--- config.mk ---
export PLATFORM = sky130hd
export DESIGN_NAME = fp_norm_round
export DESIGN_NICKNAME = d
export VERILOG_FILES = /design/src/rtl/fp_pkg.sv /design/src/rtl/fp_lzc.sv /design/src/rtl/fp_norm_round.sv
export SDC_FILE = /design/constraint.sdc
export NUM_CORES = 1
export LEC_CHECK = 0
export BUFFER_PORTS_ARGS = -buffer_cell sky130_fd_sc_hd__buf_4
export CAP_MARGIN = 10
export CORE_MARGIN = 2
export CORE_UTILIZATION = 45
export DETAILED_ROUTE_END_ITERATION = 8
export GPL_TIMING_DRIVEN = 0
export MAX_ROUTING_LAYER = met4
export PLACE_DENSITY = 0.61
export SLEW_MARGIN = 40
export SYNTH_ARGS = -nofsm -noshare
export SYNTH_HDL_FRONTEND = slang
export SYNTH_SLANG_ARGS = --single-unit
--- constraint.sdc ---
create_clock -name clk -period 2.1 [get_ports clk]
set_clock_uncertainty 0.05 [all_clocks]
set_input_delay 0.525 -clock clk [delete_from_list [all_inputs] [get_ports clk]]
set_output_delay 0.525 -clock clk [all_outputs]
set_load 0.02 [all_outputs]
--- src/rtl/fp_pkg.sv ---
// rtl/fp_pkg.sv - shared single-precision constants and types
//
// Purpose : constants and the packed IEEE-754 single-precision layout shared
//           by the normalize/round datapath and its helpers.
// Contents: EXP_W, FRAC_W, EXP_BIAS, EXP_MAX, EXP_CALC_W, fp32_t
package fp_pkg;

  localparam int EXP_W      = 8;
  localparam int FRAC_W     = 23;
  localparam int EXP_BIAS   = 127;
  localparam int EXP_MAX    = 255;
  // Width of the signed exponent used while normalizing, wide enough to hold
  // both an underflowed (negative) and an overflowed (>255) exponent.
  localparam int EXP_CALC_W = 10;

  typedef struct packed {
    logic              sign;
    logic [EXP_W-1:0]  exp;
    logic [FRAC_W-1:0] frac;
  } fp32_t;

endpackage

--- src/rtl/fp_lzc.sv ---
// rtl/fp_lzc.sv - combinational leading-zero counter
//
// Purpose : counts leading zeros of data, MSB first; all-zero input gives W.
// Ports   : data  [W-1:0]              value to scan
//           count [$clog2(W+1)-1:0]    number of zeros above the first one
module fp_lzc
  import fp_pkg::*;
#(
  parameter int W = 27
) (
  input  logic [W-1:0]           data,
  output logic [$clog2(W+1)-1:0] count
);

  localparam int CW = $clog2(W + 1);

  // Scan upward from the LSB; the last one seen is the most significant.
  always_comb begin
    count = CW'(W);
    for (int i = 0; i < W; i++) begin
      if (data[i]) count = CW'(W - 1 - i);
    end
  end

endmodule

--- src/rtl/fp_norm_round.sv ---
// rtl/fp_norm_round.sv - two-stage normalize and round for an FP32 adder result
//
// Purpose : stage1 normalizes the raw adder sum (carry right-shift or
//           leading-zero left-shift), stage2 rounds and packs the FP32 result
//           with overflow / underflow / inexact flags. Valid/ready on both
//           sides, one result per cycle, output held while stalled.
// Build   : FP_NORM_RNE_EN defined   -> round to nearest even
//           FP_NORM_RNE_EN undefined -> truncate toward zero
// Ports   : clk, rst_n (async, active low)
//           in_valid/in_ready, in_sign, in_exp[7:0],
//           in_mant[24+GUARD_W:0] = {carry, hidden, frac[22:0], guard[GUARD_W-1:0]}
//           out_valid/out_ready, out_result[31:0], out_ovf, out_unf, out_inexact
module fp_norm_round
  import fp_pkg::*;
#(
  parameter int GUARD_W = 3
) (
  input  logic                clk,
  input  logic                rst_n,
  input  logic                in_valid,
  output logic                in_ready,
  input  logic                in_sign,
  input  logic [EXP_W-1:0]    in_exp,
  input  logic [24+GUARD_W:0] in_mant,
  output logic                out_valid,
  input  logic                out_ready,
  output logic [31:0]         out_result,
  output logic                out_ovf,
  output logic                out_unf,
  output logic                out_inexact
);

  localparam int MANT_W = 25 + GUARD_W;
  localparam int SIG_W  = MANT_W - 1;            // hidden + fraction + guard
  localparam int LZ_W   = $clog2(SIG_W + 1);
  localparam logic signed [EXP_CALC_W-1:0] EXP_MAX_S = EXP_CALC_W'(EXP_MAX);

  // ---------------- stage1: normalize ----------------
  logic [SIG_W-1:0]             field;
  logic [SIG_W-1:0]             norm_sig;
  logic [LZ_W-1:0]              lz;
  logic signed [EXP_CALC_W-1:0] exp_base;
  logic signed [EXP_CALC_W-1:0] norm_exp;
  logic                         n_zero, n_ovf, n_unf;

  assign field    = in_mant[SIG_W-1:0];
  assign exp_base = $signed({{(EXP_CALC_W-EXP_W){1'b0}}, in_exp});

  fp_lzc #(.W(SIG_W)) u_lzc (
    .data  (field),
    .count (lz)
  );

  always_comb begin
    if (in_mant[MANT_W-1]) begin
      // Carry out of the adder: drop one bit but keep it visible as sticky.
      norm_sig = {in_mant[MANT_W-1:2], in_mant[1] | in_mant[0]};
      norm_exp = exp_base + EXP_CALC_W'(1);
    end else begin
      norm_sig = field << lz;
      norm_exp = exp_base - $signed({{(EXP_CALC_W-LZ_W){1'b0}}, lz});
    end
    // After normalizing, the hidden position is empty only for a zero sum.
    n_zero = !norm_sig[SIG_W-1];
    n_ovf  = !n_zero && ((in_exp == EXP_W'(EXP_MAX)) || (norm_exp >= EXP_MAX_S));
    n_unf  = !n_zero && !n_ovf && (norm_exp <= EXP_CALC_W'(0));
  end

  logic             s1_valid, s1_sign, s1_zero, s1_ovf, s1_unf;
  logic [EXP_W-1:0] s1_exp;
  logic [SIG_W-1:0] s1_sig;
  logic             s1_adv;

  assign s1_adv   = !out_valid || out_ready;
  // Held low while in reset so nothing is taken before the pipe is cleared.
  assign in_ready = rst_n && (!s1_valid || s1_adv);

  always_ff @(posedge clk or negedge rst_n) begin
    if (!rst_n) begin
      s1_valid <= 1'b0;
      s1_sign  <= 1'b0;
      s1_zero  <= 1'b0;
      s1_ovf   <= 1'b0;
      s1_unf   <= 1'b0;
      s1_exp   <= '0;
      s1_sig   <= '0;
    end else if (in_ready) begin
      s1_valid <= in_valid;
      if (in_valid) begin
        s1_sign <= in_sign;
        s1_zero <= n_zero;
        s1_ovf  <= n_ovf;
        s1_unf  <= n_unf;
        s1_exp  <= norm_exp[EXP_W-1:0];
        s1_sig  <= norm_sig;
      end
    end
  end

  // ---------------- stage2: round and pack ----------------
  logic [FRAC_W-1:0]  frac;
  logic [GUARD_W-1:0] grs;
  logic               round_up;
  logic [FRAC_W:0]    frac_sum;
  logic [EXP_W:0]     exp_sum;
  fp32_t              res;
  logic               res_ovf, res_unf, res_inexact;

  assign frac = s1_sig[GUARD_W +: FRAC_W];
  assign grs  = s1_sig[GUARD_W-1:0];

  always_comb begin
`ifdef FP_NORM_RNE_EN
    round_up = grs[GUARD_W-1] & ((|grs[GUARD_W-2:0]) | frac[0]);
`else
    round_up = 1'b0;
`endif
    frac_sum = {1'b0, frac} + {{FRAC_W{1'b0}}, round_up};
    // A carry out of the fraction leaves it at zero and bumps the exponent.
    exp_sum  = {1'b0, s1_exp} + {{EXP_W{1'b0}}, frac_sum[FRAC_W]};

    res         = '0;
    res_ovf     = 1'b0;
    res_unf     = 1'b0;
    res_inexact = 1'b0;
    if (s1_zero) begin
      res = '0;
    end else if (s1_ovf) begin
      res         = '{sign: s1_sign, exp: '1, frac: '0};
      res_ovf     = 1'b1;
      res_inexact = 1'b1;
    end else if (s1_unf) begin
      // Flushed nonzero value: signed zero, counted as inexact.
      res         = '{sign: s1_sign, exp: '0, frac: '0};
      res_unf     = 1'b1;
      res_inexact = 1'b1;
    end else if (exp_sum >= (EXP_W+1)'(EXP_MAX)) begin
      res         = '{sign: s1_sign, exp: '1, frac: '0};
      res_ovf     = 1'b1;
      res_inexact = 1'b1;
    end else begin
      res         = '{sign: s1_sign, exp: exp_sum[EXP_W-1:0], frac: frac_sum[FRAC_W-1:0]};
      res_inexact = |grs;
    end
  end

  always_ff @(posedge clk or negedge rst_n) begin
    if (!rst_n) begin
      out_valid   <= 1'b0;
      out_result  <= '0;
      out_ovf     <= 1'b0;
      out_unf     <= 1'b0;
      out_inexact <= 1'b0;
    end else if (s1_adv) begin
      out_valid <= s1_valid;
      if (s1_valid) begin
        out_result  <= res;
        out_ovf     <= res_ovf;
        out_unf     <= res_unf;
        out_inexact <= res_inexact;
      end
    end
  end

endmodule

# After elaboration in Yosys (flattened, before gate mapping)
# Index checks and enable logic that the tools add are counted.
word_totals:
  reg_bits: 75
  latch_bits: 0
  ramBits: 0
  mem_bits_ro: 0
  out_inout_bits: 37
  elab_cells: 78
  n_memories: 0
classes:
  addsub: 2
  n_mul: 0
  div_mod_pow: 0
  magnitude_cmp: 3
  n_eq_ne: 1
  shift: 1
  n_mux: 44
  bitwise_logic: 1
  reduce_logical: 14
ops:
  columns: ["operator", "count"]
  rows:
  - ["$mux 31", 3]
  - ["$mux 5", 16]
  - ["$mux 32", 1]
  - ["$mux 4", 8]
  - ["$mux 27", 1]
  - ["$shl 27x5->27", 1]
  - ["$mux 1", 12]
  - ["$ge 10x9->1 const B", 1]
  - ["$le 10x1->1 const B", 1]
  - ["$mux 10", 1]
  - ["$add 8x1->9 const B", 1]
  - ["$sub 8x5->9", 1]
  - ["$eq 8x8->1 const B", 1]
  - ["$ge 8x8->1 const B", 1]
  - ["$logic_and 1x1->1", 4]
  - ["$logic_not 1->1", 4]
  - ["$mux 2", 2]
  - ["$reduce_and 2->1", 2]
  - ["$logic_or 1x1->1", 3]
  - ["$reduce_or 3->1", 1]
  - ["$or 1x1->1", 1]

# Logic depth before layout (Yosys ltp)
# Gate-level depths: netlist of run 1.
logic_depth:
  word_depth: 35
  mapped_depth: 18
  mapped_depth_nobuf: 17

# By module
# A second synthesis of run 1 with hierarchy kept.
hier_totals:
  hier_cells: 550
  hier_area_um2: 4972.3
by_module_without_submodules:
  columns: ["mod", "instances", "cells_per_inst", "area_per_inst_um2"]
  rows:
  - ["fp_norm_round", 1, 499, 4694.5]
  - ["fp_lzc", 1, 51, 277.8]

# Worst setup path before layout of run 1
# Ideal clock, no wire load.
synth_path:
  kind: "input to register"
  from: "input port in_mant[25]"
  to: "register s1_ovf"
  t_arrival_ps: 3745
  required_time_ps: 1956
  slack_ps: -1789
  stages: 16
  n_path_buf: 3
  cell_sequence: "buf_4 -> or4_1 -> a311oi_2 -> or2_1 -> buf_4 -> inv_4 -> buf_4 -> fa_1 -> a21o_1 -> a21oi_1 -> nor2b_1 -> o41ai_1 -> xnor2_1 -> nor3_1 -> a31oi_1 -> a211oi_1"
synth_via:
  elab_chain_cells: 7
  elab_cells_between_ends: 9
synth_rtl:
  columns: ["item", "line_no", "text"]
  rows:
  - ["from (decl)", "fp_norm_round.sv:24", "input logic [24+GUARD_W:0] in_mant,"]
  - ["$mux 5 (2 in series)", "fp_lzc.sv:21", "if (data[i]) count = CW'(W - 1 - i);"]
  - ["$sub 8x5->9", "fp_norm_round.sv:61", "norm_exp = exp_base - $signed({{(EXP_CALC_W-LZ_W){1'b0}}, lz});"]
  - ["$mux 10", "fp_norm_round.sv:55", "if (in_mant[MANT_W-1]) begin"]
  - ["$ge 10x9->1", "fp_norm_round.sv:65", "n_ovf = !n_zero && ((in_exp == EXP_W'(EXP_MAX)) || (norm_exp >= EXP_MAX_S));"]
  - ["$logic_or 1x1->1", "fp_norm_round.sv:65", null]
  - ["$logic_and 1x1->1 *", "fp_norm_round.sv:65", null]
  - ["to (signal assigned)", "fp_norm_round.sv:92", "s1_ovf <= n_ovf;"]
  - ["to (decl)", "fp_norm_round.sv:69", "logic s1_valid, s1_sign, s1_zero, s1_ovf, s1_unf;"]
# Every way passes the cells marked *; elsewhere a longest branch is shown, timed or not.
# A chain may end at the register's enable or synchronous reset.

# Worst setup path after layout of run 1
layout_path:
  from: "input port in_mant[16]"
  to: "register s1_ovf"
layout_via:
  elab_chain_cells: 16
  elab_cells_between_ends: 18
layout_rtl:
  columns: ["item", "line_no"]
  rows:
  - ["$mux 5 (11 in series)", "fp_lzc.sv:21"]
  - ["$sub 8x5->9", "fp_norm_round.sv:61"]
  - ["$mux 10", "fp_norm_round.sv:55"]
  - ["$ge 10x9->1", "fp_norm_round.sv:65"]
  - ["$logic_or 1x1->1", "fp_norm_round.sv:65"]
  - ["$logic_and 1x1->1 *", "fp_norm_round.sv:65"]
# Marked as above.

==> results by group, run 1 <==
Clock network
  • Skew-Pair Late Insertion Delay: 0.33 ns
  • TritonCTS clock tree: yes
  • Clock buffer depth: 2
  • CTS Buf Count: 9
  • TritonCTS sink count: 75
  • Clock slew at reported path FFs: 0.06 ns
  • H-tree lvl count: 3
  • Root Driver: clkbuf_16
  • Hold-fix buffers, CTS: 0

Drt
  • WL final: 20.8 mm
  • TritonRoute pass-1 iters: 7
  • DR vias: 5,781
  • Vias per inst: 6.32
  • Count of antenna-violating nets left after detailed routing: 0
  • Post-DR wirelength/cell: roughly 23 µm
  • Initial DRC Count: 533
  • DRC Markers: 0

Final layout
  • Nets: 815
  • Most common cell after layout, fill and taps aside: buf_4
  • Synthesis-to-finish area growth: 54.3%
  • Fill count: 903
  • Share of post-route cells with drive strength above 1: 0.425
  • Antenna diodes: 0
  • Largest registers: out_result: 32 flops, s1_sig: 26 flops, s1_exp: 8 flops
  • Most frequent cells in the layout: buf_4, dfrtp_1, nand2_1
  • Max reg flops: 32
  • Most flop-heavy register: out_result
  • Fin cells: 914
  • Final Cell Area: roughly 8100 µm²
  • Fin util: 0.710

Critical path
  • Worst Setup EP: s1_ovf
  • Setup slack, reg-to-reg: 0 ns
  • CP required: 2.29 ns
  • CP Capture Type: register
  • Crit Reg-Reg Endpoint: s1_sig[17]
  • Worst Path Max Fanout: 10
  • Startpoint Class: primary input
  • WS Path Type: primary input to register
  • WP data arrival: 3.68 ns
  • Reg2Reg Depth: 6
  • Critical path startpoint: in_mant[16]
  • Reg2reg start: s1_valid

GRT
  • First-pass GRT wire length: around 32 mm
  • Vias in the first global route: approximately 5,600
  • Largest net degree at the start of global routing: 77
  • Gr usage total: 0.336
  • Initial antenna violation count: 0
  • Congestion Overflow GR: 0

Floorplan
  • Die Wd: roughly 110 µm
  • Core Footprint: around 11,000 µm²
  • Vert. Die Dim: 112 µm
  • Io pins: 78
  • Initial Utilization: 0.460
  • Die area: 12,600 µm²
  • # rows: 39

Placement
  • Inst Count DP: 827
  • DP Wirelength: ~15 mm
  • PortBufs: 73
  • Pre-CTS setup slack: -2.33 ns
  • Post-DP Area: 6160 µm²
  • GPL Wtd Cong: 1.00

Power and ir drop
  • Switching power share of the total: 0.346
  • Leakage: 3.42 nW
  • Internal: 3.96 mW
  • Comb power frac: 0.382
  • Part of the power in the clock network: 0.289
  • Pwr dens: between 700 and 800 nW/µm²
  • Power Total: 6.05 mW
  • Proportion of power drawn by flip-flops and latches: 0.329
  • Net Sw Power: 2.09 mW
  • VDD IR max: 853 µV

Timing
  • Unrepaired setup endpoints after global routing: yes
  • TNS Setup: -31.50 ns
  • Hold Vio Cnt, Final: 0
  • Fin crit share: 1.66
  • Setup Viol. Count Final: 37
  • Slew Viols, Final: 0
  • Fin crit period: 3.49 ns
  • Setup ws final: -1.39 ns
  • Max Clock Freq: 287 MHz
  • Worst-Margin Slew: slightly above 0.8 ns
  • Slew HR: 0.457
  • Worst hold slack: 0.0419 ns

Run status
  • Violated checks: setup timing
  • Outcome: complete, but fails checks

Logic synthesis
  • Synth Area in Simple Gates: 0.187
  • Main combinational cell family by area after synthesis: compound AO/OA/AOI/OAI gates
  • Post-Syn Area: 5250 µm²
  • Top_reg_cell synth: dfrtp_1
  • Post-synth net total: 660
  • Synth Area per Inst: between 8 and 9 µm²
  • Adder-Cell Fraction of Synth Area: 0.0205
  • Multiplexer share of the synthesized area: 0.0683
  • Yosys warnings: 0
  • Seq/Total Area, Yosys: 0.357
  • Synth Register Bits: between 70 and 80
  • Post-synthesis compound-gate area fraction: 0.304
  • Synth async-reset ratio: 1.00
  • Synth Area in XOR/XNOR: 0.0117
  • Number of synthesized flops with an enable pin: 0
  • Post-synthesis cell type count: 77
  • Mapped Cells: around 610

Hold path
  • Class of the worst hold path: primary input to asynchronous set/reset pin

Run
  • Max_cap viols: 0
## layer usage
layer | track usage | wire length (µm)
met5 | - | 0
met4 | 0.132 | 563
met3 | 0.0497 | 1280
met2 | 0.531 | 10000
met1 | 0.440 | 8970
## what timing repair did
item / CTS / global route
endpoints found under the setup margin: 60 / 58
buffers inserted: 62 / 14
gates resized for setup: 150 / 81
pin swaps: 52 / 34
## how the worst min path moves through the flow
stage | start | to | slack [ns] | depth (start not counted)
after floorplan | rst_n | out_inexact | 0.18 | 0
after global placement | s1_sign | s1_sign | 0.41 | 2
after detailed placement | out_inexact | out_inexact | 0.42 | 2
after CTS | rst_n | s1_exp[6] | 0.06 | 1
after global routing | rst_n | out_result[30] | 0.06 | 1
final | rst_n | out_result[30] | 0.04 | 1
## cell families (layout without fill, tap and decap cells)
logic type	after synthesis	count (layout)
multiplexers	33	33
XOR/XNOR	7	7
AO/OA/AOI/OAI	220	220
buffers and inverters	60	220
AND/OR/NAND/NOR	208	208
flip-flops	75	75
adder cells (fa/ha/maj)	8	8
## power by group through the flow
stage | clock [mW] | combinational [mW] | sequential, mW
finish | 1.75 | 2.31 | 1.99
detailed placement | 0 | 1.83 | 2.01
global route | 1.82 | 2.45 | 2.03
floorplan | 0 | 0.879 | 2.19
global placement | 0 | 1.81 | 1.99
CTS | 1.76 | 2.15 | 1.99
## final cells by class
cell class	instances	area (µm²)	share of cell area
flip-flops and latches	75	1880	0.232
clock buffers	10	229	0.0283
inverters	19	100	0.0124
multi-input cells	476	4000	0.494
plain buffers	41	315	0.0389
clock inverters	6	114	0.0140
repair buffers	144	1290	0.159
well taps	143	179	0.0221
## cell usage after synthesis, drive strengths merged, types with 5 or more instances
| cell type | count | share of area |
|---|---|---|
| dfrtp | 75 | 0.36 |
| nand2 | 67 | 0.048 |
| nor2 | 60 | 0.043 |
| a21oi | 51 | 0.051 |
| o21ai | 37 | 0.036 |
| mux2i | 26 | 0.053 |
| a22o | 25 | 0.042 |
| clkbuf | 23 | 0.017 |
| buf | 18 | 0.020 |
| inv | 18 | 0.014 |
| a221oi | 15 | 0.030 |
| nand3 | 13 | 0.012 |
| o31ai | 13 | 0.019 |
| nor3 | 12 | 0.014 |
| a211oi | 9 | 0.014 |
| a31oi | 9 | 0.011 |
| o211ai | 9 | 0.013 |
| and3 | 8 | 0.0098 |
| nor4 | 8 | 0.0095 |
| or3 | 8 | 0.0095 |
| ha | 7 | 0.017 |
| mux2 | 7 | 0.016 |
| nand2b | 7 | 0.0083 |
| nor2b | 6 | 0.0071 |
| xnor2 | 6 | 0.010 |
| and2 | 5 | 0.0060 |
| nand4 | 5 | 0.0060 |
| or4 | 5 | 0.0071 |
## worst max-delay path, stage by stage
cell,delay (ns)
buf_4,0.16
or4_4,0.58
nor2b_4,0.20
a21oi_2,0.11
inv_1,0.10
buf_4,0.23
buf_4,0.23
ha_1,0.27
a21oi_2,0.18
nor2b_2,0.08
o41ai_2,0.26
xnor2_1,0.15
nor3_1,0.21
a31oi_1,0.14
a211oi_1,0.25
Note: power is estimated with default switching activity, not from simulation.
==> run 2, diff against run 1 <==
--- a/config.mk
+++ b/config.mk
@@ -7,6 +7,7 @@
 export LEC_CHECK = 0
 export BUFFER_PORTS_ARGS = -buffer_cell sky130_fd_sc_hd__buf_4
 export CAP_MARGIN = 10
+export CORE_ASPECT_RATIO = 1.25
 export CORE_MARGIN = 2
 export CORE_UTILIZATION = 45
 export DETAILED_ROUTE_END_ITERATION = 8
==> results by group, run 2 (synthesized netlist as in run 1, its figures left out) <==
Final layout
  • Synthesis-to-finish area growth: 55.1%
  • Seq. cell area: 1880 µm²
  • Most frequent cells in the layout: buf_4, dfrtp_1, nand2_1
  • Share of post-route cells with drive strength above 1: 0.434
  • Most common cell after layout, fill and taps aside: buf_4
  • Nets: 818
  • Most flop-heavy register: out_result
  • Max reg flops: 32
  • Fin util: 0.708
  • Fill count: 907
  • Area of the multi-input gates: 4040 µm²
  • Antenna diodes: 0
  • Largest registers: out_result: 32 flops, s1_sig: 26 flops, s1_exp: 8 flops

Floorplan
  • # rows: 44
  • Die Wd: 101 µm
  • Die area: 12,600 µm²
  • Vert. Die Dim: 125 µm
  • Io pins: 78
  • Initial Utilization: 0.457
  • Core Footprint: approximately 12,000 µm²

Drt
  • WL final: 21.3 mm
  • DR vias: 5,863
  • DRC Markers: 0
  • Post-DR wirelength/cell: 23.4 µm
  • Count of antenna-violating nets left after detailed routing: 0
  • Initial DRC Count: 475
  • Vias per inst: 6.43
  • TritonRoute pass-1 iters: 7

Hold path
  • Class of the worst hold path: primary input to asynchronous set/reset pin

Critical path
  • Largest stage delay, worst path: 0.58 ns
  • WS Path Type: primary input to register
  • Worst Path Max Fanout: 3
  • Startpoint Class: primary input
  • CP Capture Type: register
  • CP Cell Sequence: buf_8 > or4_4 > a311oi_4 > or2_1 > buf_6 > inv_8 > buf_12 > fa_2 > a21o_1 > a21oi_2 > nor2b_2 > o41ai_2 > xnor2_1 > nor3_1 > a31oi_1 > a211oi_1
  • Worst path slowest cell: or4_4
  • WP data arrival: 3.68 ns
  • CP required: 2.29 ns

Placement
  • GPL Wtd Cong: roughly 1
  • PortBufs: 73
  • Pre-CTS setup slack: -2.36 ns
  • DP Wirelength: ~15 mm

Power and ir drop
  • VDD IR max: 458 µV
  • Pwr dens: 735 nW/µm²
  • Leakage: 3.45 nW

GRT
  • First-pass GRT wire length: 32.0 mm
  • Initial antenna violation count: 0
  • Gr usage total: 0.342
  • Congestion Overflow GR: 0
  • Vias in the first global route: 5,809
  • Largest net degree at the start of global routing: 77

Clock network
  • Clock slew at reported path FFs: 0.06 ns
  • TritonCTS clock tree: yes
  • Root Driver: clkbuf_16
  • Skew-Pair Late Insertion Delay: 0.33 ns
  • TritonCTS sink count: 75
  • CTS Buf Count: 9
  • Hold-fix buffers, CTS: 0
  • H-tree lvl count: 3
  • Clock buffer depth: 2

Timing
  • Fin crit share: 1.66
  • Setup ws final: -1.38 ns
  • Max Clock Freq: around 290 MHz
  • Slew HR: 0.484
  • Worst hold slack: about 0.039 ns
  • Worst-Margin Slew: 0.774 ns
  • Hold Vio Cnt, Final: 0
  • Slew Viols, Final: 0
  • Unrepaired setup endpoints after global routing: yes
  • Fin crit period: between 3 and 4 ns
  • Setup Viol. Count Final: 37

Run status
  • Violated checks: setup timing
  • Outcome: complete, but fails checks

Run
  • Max_cap viols: 0
[run 2: per-layer routing]
metal  part of all wire  global-route usage  up-vias
li1                   -                   -     2639
met4              0.072               0.198        0
met5                  0                   -        -
met1               0.38               0.389     2827
met2               0.50               0.572      290
met3              0.048              0.0404      107
[run 2: layout make-up]
cell class / instances / share of cell area
clock buffers: 9 / 0.0276
multi-input cells: 476 / 0.496
inverters: 19 / 0.0118
plain buffers: 41 / 0.0382
repair buffers: 147 / 0.163
flip-flops and latches: 75 / 0.230
well taps: 138 / 0.0212
clock inverters: 7 / 0.0121
[run 2: timing repair]
action,in CTS,in global routing
setup buffers,46,37
setup endpoints to repair,57,49
pin swaps,63,44
resized for setup,134,105
[run 2: worst max-delay path, delay by kind of cell]
kind,cells,cell delay (ns)
compound gates,6,1.27
xor+xnor,1,0.15
buf+inv,4,0.36
simple gates,4,1.04
fa+ha+maj,1,0.34
[run 2: final timing paths]
check	start	endpoint	slack, ns	cells after the start
worst max-delay path	in_mant[26]	s1_ovf	-1.38	16
worst min-delay path	rst_n	out_result[25]	0.04	1
worst max register to register	out_valid	s1_sig[17]	-0.01	6
worst min register to register	out_result[31]	out_result[31]	0.43	2
max in group asynchronous	rst_n	out_result[31]	1.65	1
min in group clk	in_sign	s1_sign	0.34	3
[run 2: metrics by stage]
step	instance area, µm²	power [mW]	TNS (ns)	cells
floorplan	5420	3.07	-26.74	611
global placement	6140	3.80	-61.24	822
detailed placement	6160	3.84	-56.52	822
CTS	7430	5.75	-26.80	880
global route	8150	6.26	-33.24	912
finish	8150	5.98	-31.07	912
[run 2: report_power, final]
| group | total, mW | leakage (nW) | internal, mW | switching (mW) |
|---|---|---|---|---|
| registers | 1.98 | 0.934 | 1.78 | 0.203 |
| logic | 2.35 | 2.36 | 1.04 | 1.30 |
| clock network | 1.66 | 0.156 | 1.05 | 0.612 |
==> run 3, diff against run 2 <==
==> constraint.sdc (replaced) <==
create_clock -name clk -period 3.7 [get_ports clk]
set_clock_uncertainty 0.05 [all_clocks]
set_input_delay 0.925 -clock clk [delete_from_list [all_inputs] [get_ports clk]]
set_output_delay 0.925 -clock clk [all_outputs]
set_load 0.02 [all_outputs]
==> results by group, run 3 (synthesized netlist as in run 1, its figures left out) <==
Final layout
  • Synthesis-to-finish area growth: 33.4%
  • Most frequent cells in the layout: buf_4, dfrtp_1, nand2_1
  • Max reg flops: 32
  • Largest registers: out_result: 32 flops, s1_sig: 26 flops, s1_exp: 8 flops
  • Antenna diodes: 0
  • Most flop-heavy register: out_result
  • Share of post-route cells with drive strength above 1: 0.284
  • Most common cell after layout, fill and taps aside: buf_4
  • Nets: 774

GRT
  • Gr usage total: 0.337
  • Vias in the first global route: roughly 5,500
  • Congestion Overflow GR: 0
  • Initial antenna violation count: 0
  • Largest net degree at the start of global routing: 77
  • First-pass GRT wire length: 31.4 mm

Clock network
  • Skew-Pair Late Insertion Delay: ~0.34 ns
  • TritonCTS sink count: 75
  • Root Driver: clkbuf_16
  • TritonCTS clock tree: yes
  • CTS Buf Count: 9
  • Clock slew at reported path FFs: 0.06 ns
  • H-tree lvl count: 3
  • Hold-fix buffers, CTS: 0
  • Clock buffer depth: 2

Critical path
  • CP Capture Type: register
  • Setup slack, reg-to-reg: 1.43 ns
  • Crit path max-delay family: simple AND/OR/NAND/NOR gates
  • Worst Path Max Fanout: 7
  • CP Cell Sequence: buf_6 > or3_1 > a221oi_4 > o41ai_4 > a21oi_4 > inv_6 > ha_4 > inv_2 > fa_2 > a21o_1 > a21oi_2 > nor2b_2 > nor3b_2 > nor4_1 > nand2_1 > nor3_2 > a31oi_2 > a211oi_2
  • CP Buf/Inv Count: 3
  • Worst path slowest cell: or3_1
  • WS Path Type: primary input to register
  • WP data arrival: 4.09 ns
  • Startpoint Class: primary input
  • Largest stage delay, worst path: between 0.4 and 0.5 ns
  • CP required: 3.89 ns

Run
  • Max_cap viols: 0

Placement
  • GPL Wtd Cong: 1.01
  • PortBufs: 73
  • Pre-CTS setup slack: -1.25 ns
  • DP Wirelength: between 15 and 20 mm

Hold path
  • Class of the worst hold path: register to register

Floorplan
  • Io pins: 78
  • Die Wd: 101 µm
  • # rows: 44
  • Vert. Die Dim: roughly 120 µm
  • Core Footprint: 11,500 µm²
  • Die area: 12,600 µm²
  • Initial Utilization: 0.457

Drt
  • Vias per inst: 6.38
  • Count of antenna-violating nets left after detailed routing: 0
  • TritonRoute pass-1 iters: 5
  • Post-DR wirelength/cell: 23.4 µm
  • Initial DRC Count: 442
  • WL final: 20.3 mm
  • DRC Markers: 0
  • DR vias: 5,542

Timing
  • Worst-Margin Slew: around 0.9 ns
  • Hold Vio Cnt, Final: 0
  • Unrepaired setup endpoints after global routing: yes
  • Fin crit period: 3.90 ns
  • Slew HR: 0.391
  • TNS Setup: -0.377 ns
  • Setup ws final: -0.200 ns
  • Max Clock Freq: roughly 260 MHz
  • Fin crit share: 1.05
  • Slew Viols, Final: 0
  • Setup Viol. Count Final: 2

Power and ir drop
  • Leakage: 3.04 nW
  • Power Total: 3.18 mW
  • VDD IR max: 308 µV
  • Pwr dens: between 400 and 500 nW/µm²

Run status
  • Violated checks: setup timing
  • Outcome: complete, but fails checks
==> run 3: cell types whose count changed in the layout (fill, tap and decap cells not counted), moves of 7 or more <==
cell / change
mux2i_4: -13
a221oi_1: +7
o21ai_0: +9
mux2i_1: +17
buf_6: -15
buf_12: -12
buf_4: -19
clkbuf_1: +9
clkbuf_2: -9
a21oi_1: +9
nor2_1: +8
==> run 3: cell type report <==
cell class                      instances  area, µm²
Buffer                                 40        250
Clock buffer                            9        225
Clock inverter                          7       98.8
Fill cell                            1054       4500
Inverter                               19        101
Multi-Input combinational cell        476       3450
Sequential cell                        75       1880
Tap cell                              138        173
Timing Repair Buffer                  103        823
Timing Repair inverter                  1       8.76
==> run 3: per-stage QoR <==
| stage | area [µm²] | std cells | hold slack (ns) | utilization |
|---|---|---|---|---|
| 2_1_floorplan | 5340 | 611 | 0.397 | - |
| 3_3_place_gp | 6060 | 822 | 0.412 | 0.527 |
| 3_5_place_dp | 6080 | 822 | 0.422 | 0.528 |
| 4_1_cts | 6850 | 864 | 0.435 | 0.595 |
| 5_1_grt | 7010 | 868 | 0.457 | 0.609 |
| 6_report | 7010 | 868 | 0.431 | 0.609 |
==> run 3: power by group <==
| part | leakage, nW | switching [mW] | internal, mW |
|---|---|---|---|
| registers | 0.934 | 0.117 | 1.01 |
| logic | 1.95 | 0.656 | 0.457 |
| clock network | 0.156 | 0.346 | 0.595 |
| total | 3.04 | 1.12 | 2.06 |
==> run 3: worst min-delay path, delay by kind of cell, from the launching register on <==
family	cells	cell delay (ns)
compound gates	1	0.05
flops	1	0.34
simple gates	1	0.05
==> run 3: final timing paths <==
path | startpoint | endpoint | depth (start not counted)
max reg2reg | out_valid | s1_sig[20] | 7
max | in_mant[15] | s1_ovf | 18
min | out_result[30] | out_result[30] | 2
min reg2reg | out_result[30] | out_result[30] | 2
min in group asynchronous | rst_n | out_result[30] | 1
max in group asynchronous | rst_n | s1_valid | 1
==> run 3: metal layers <==
metal | GRT usage | vias to the layer above | part of all wire
met5 | - | - | 0
met4 | 0.182 | 0 | 0.055
met3 | 0.0365 | 68 | 0.040
met2 | 0.558 | 224 | 0.51
met1 | 0.395 | 2707 | 0.39
li1 | - | 2543 | -
==> run 3: timing repair <==
action / 4_1_cts / 5_1_grt
gates cloned: 1 / 0
gates resized for setup: 58 / 21
buffers inserted: 26 / 4
endpoints found under the setup margin: 12 / 10
pin swaps: 28 / 10
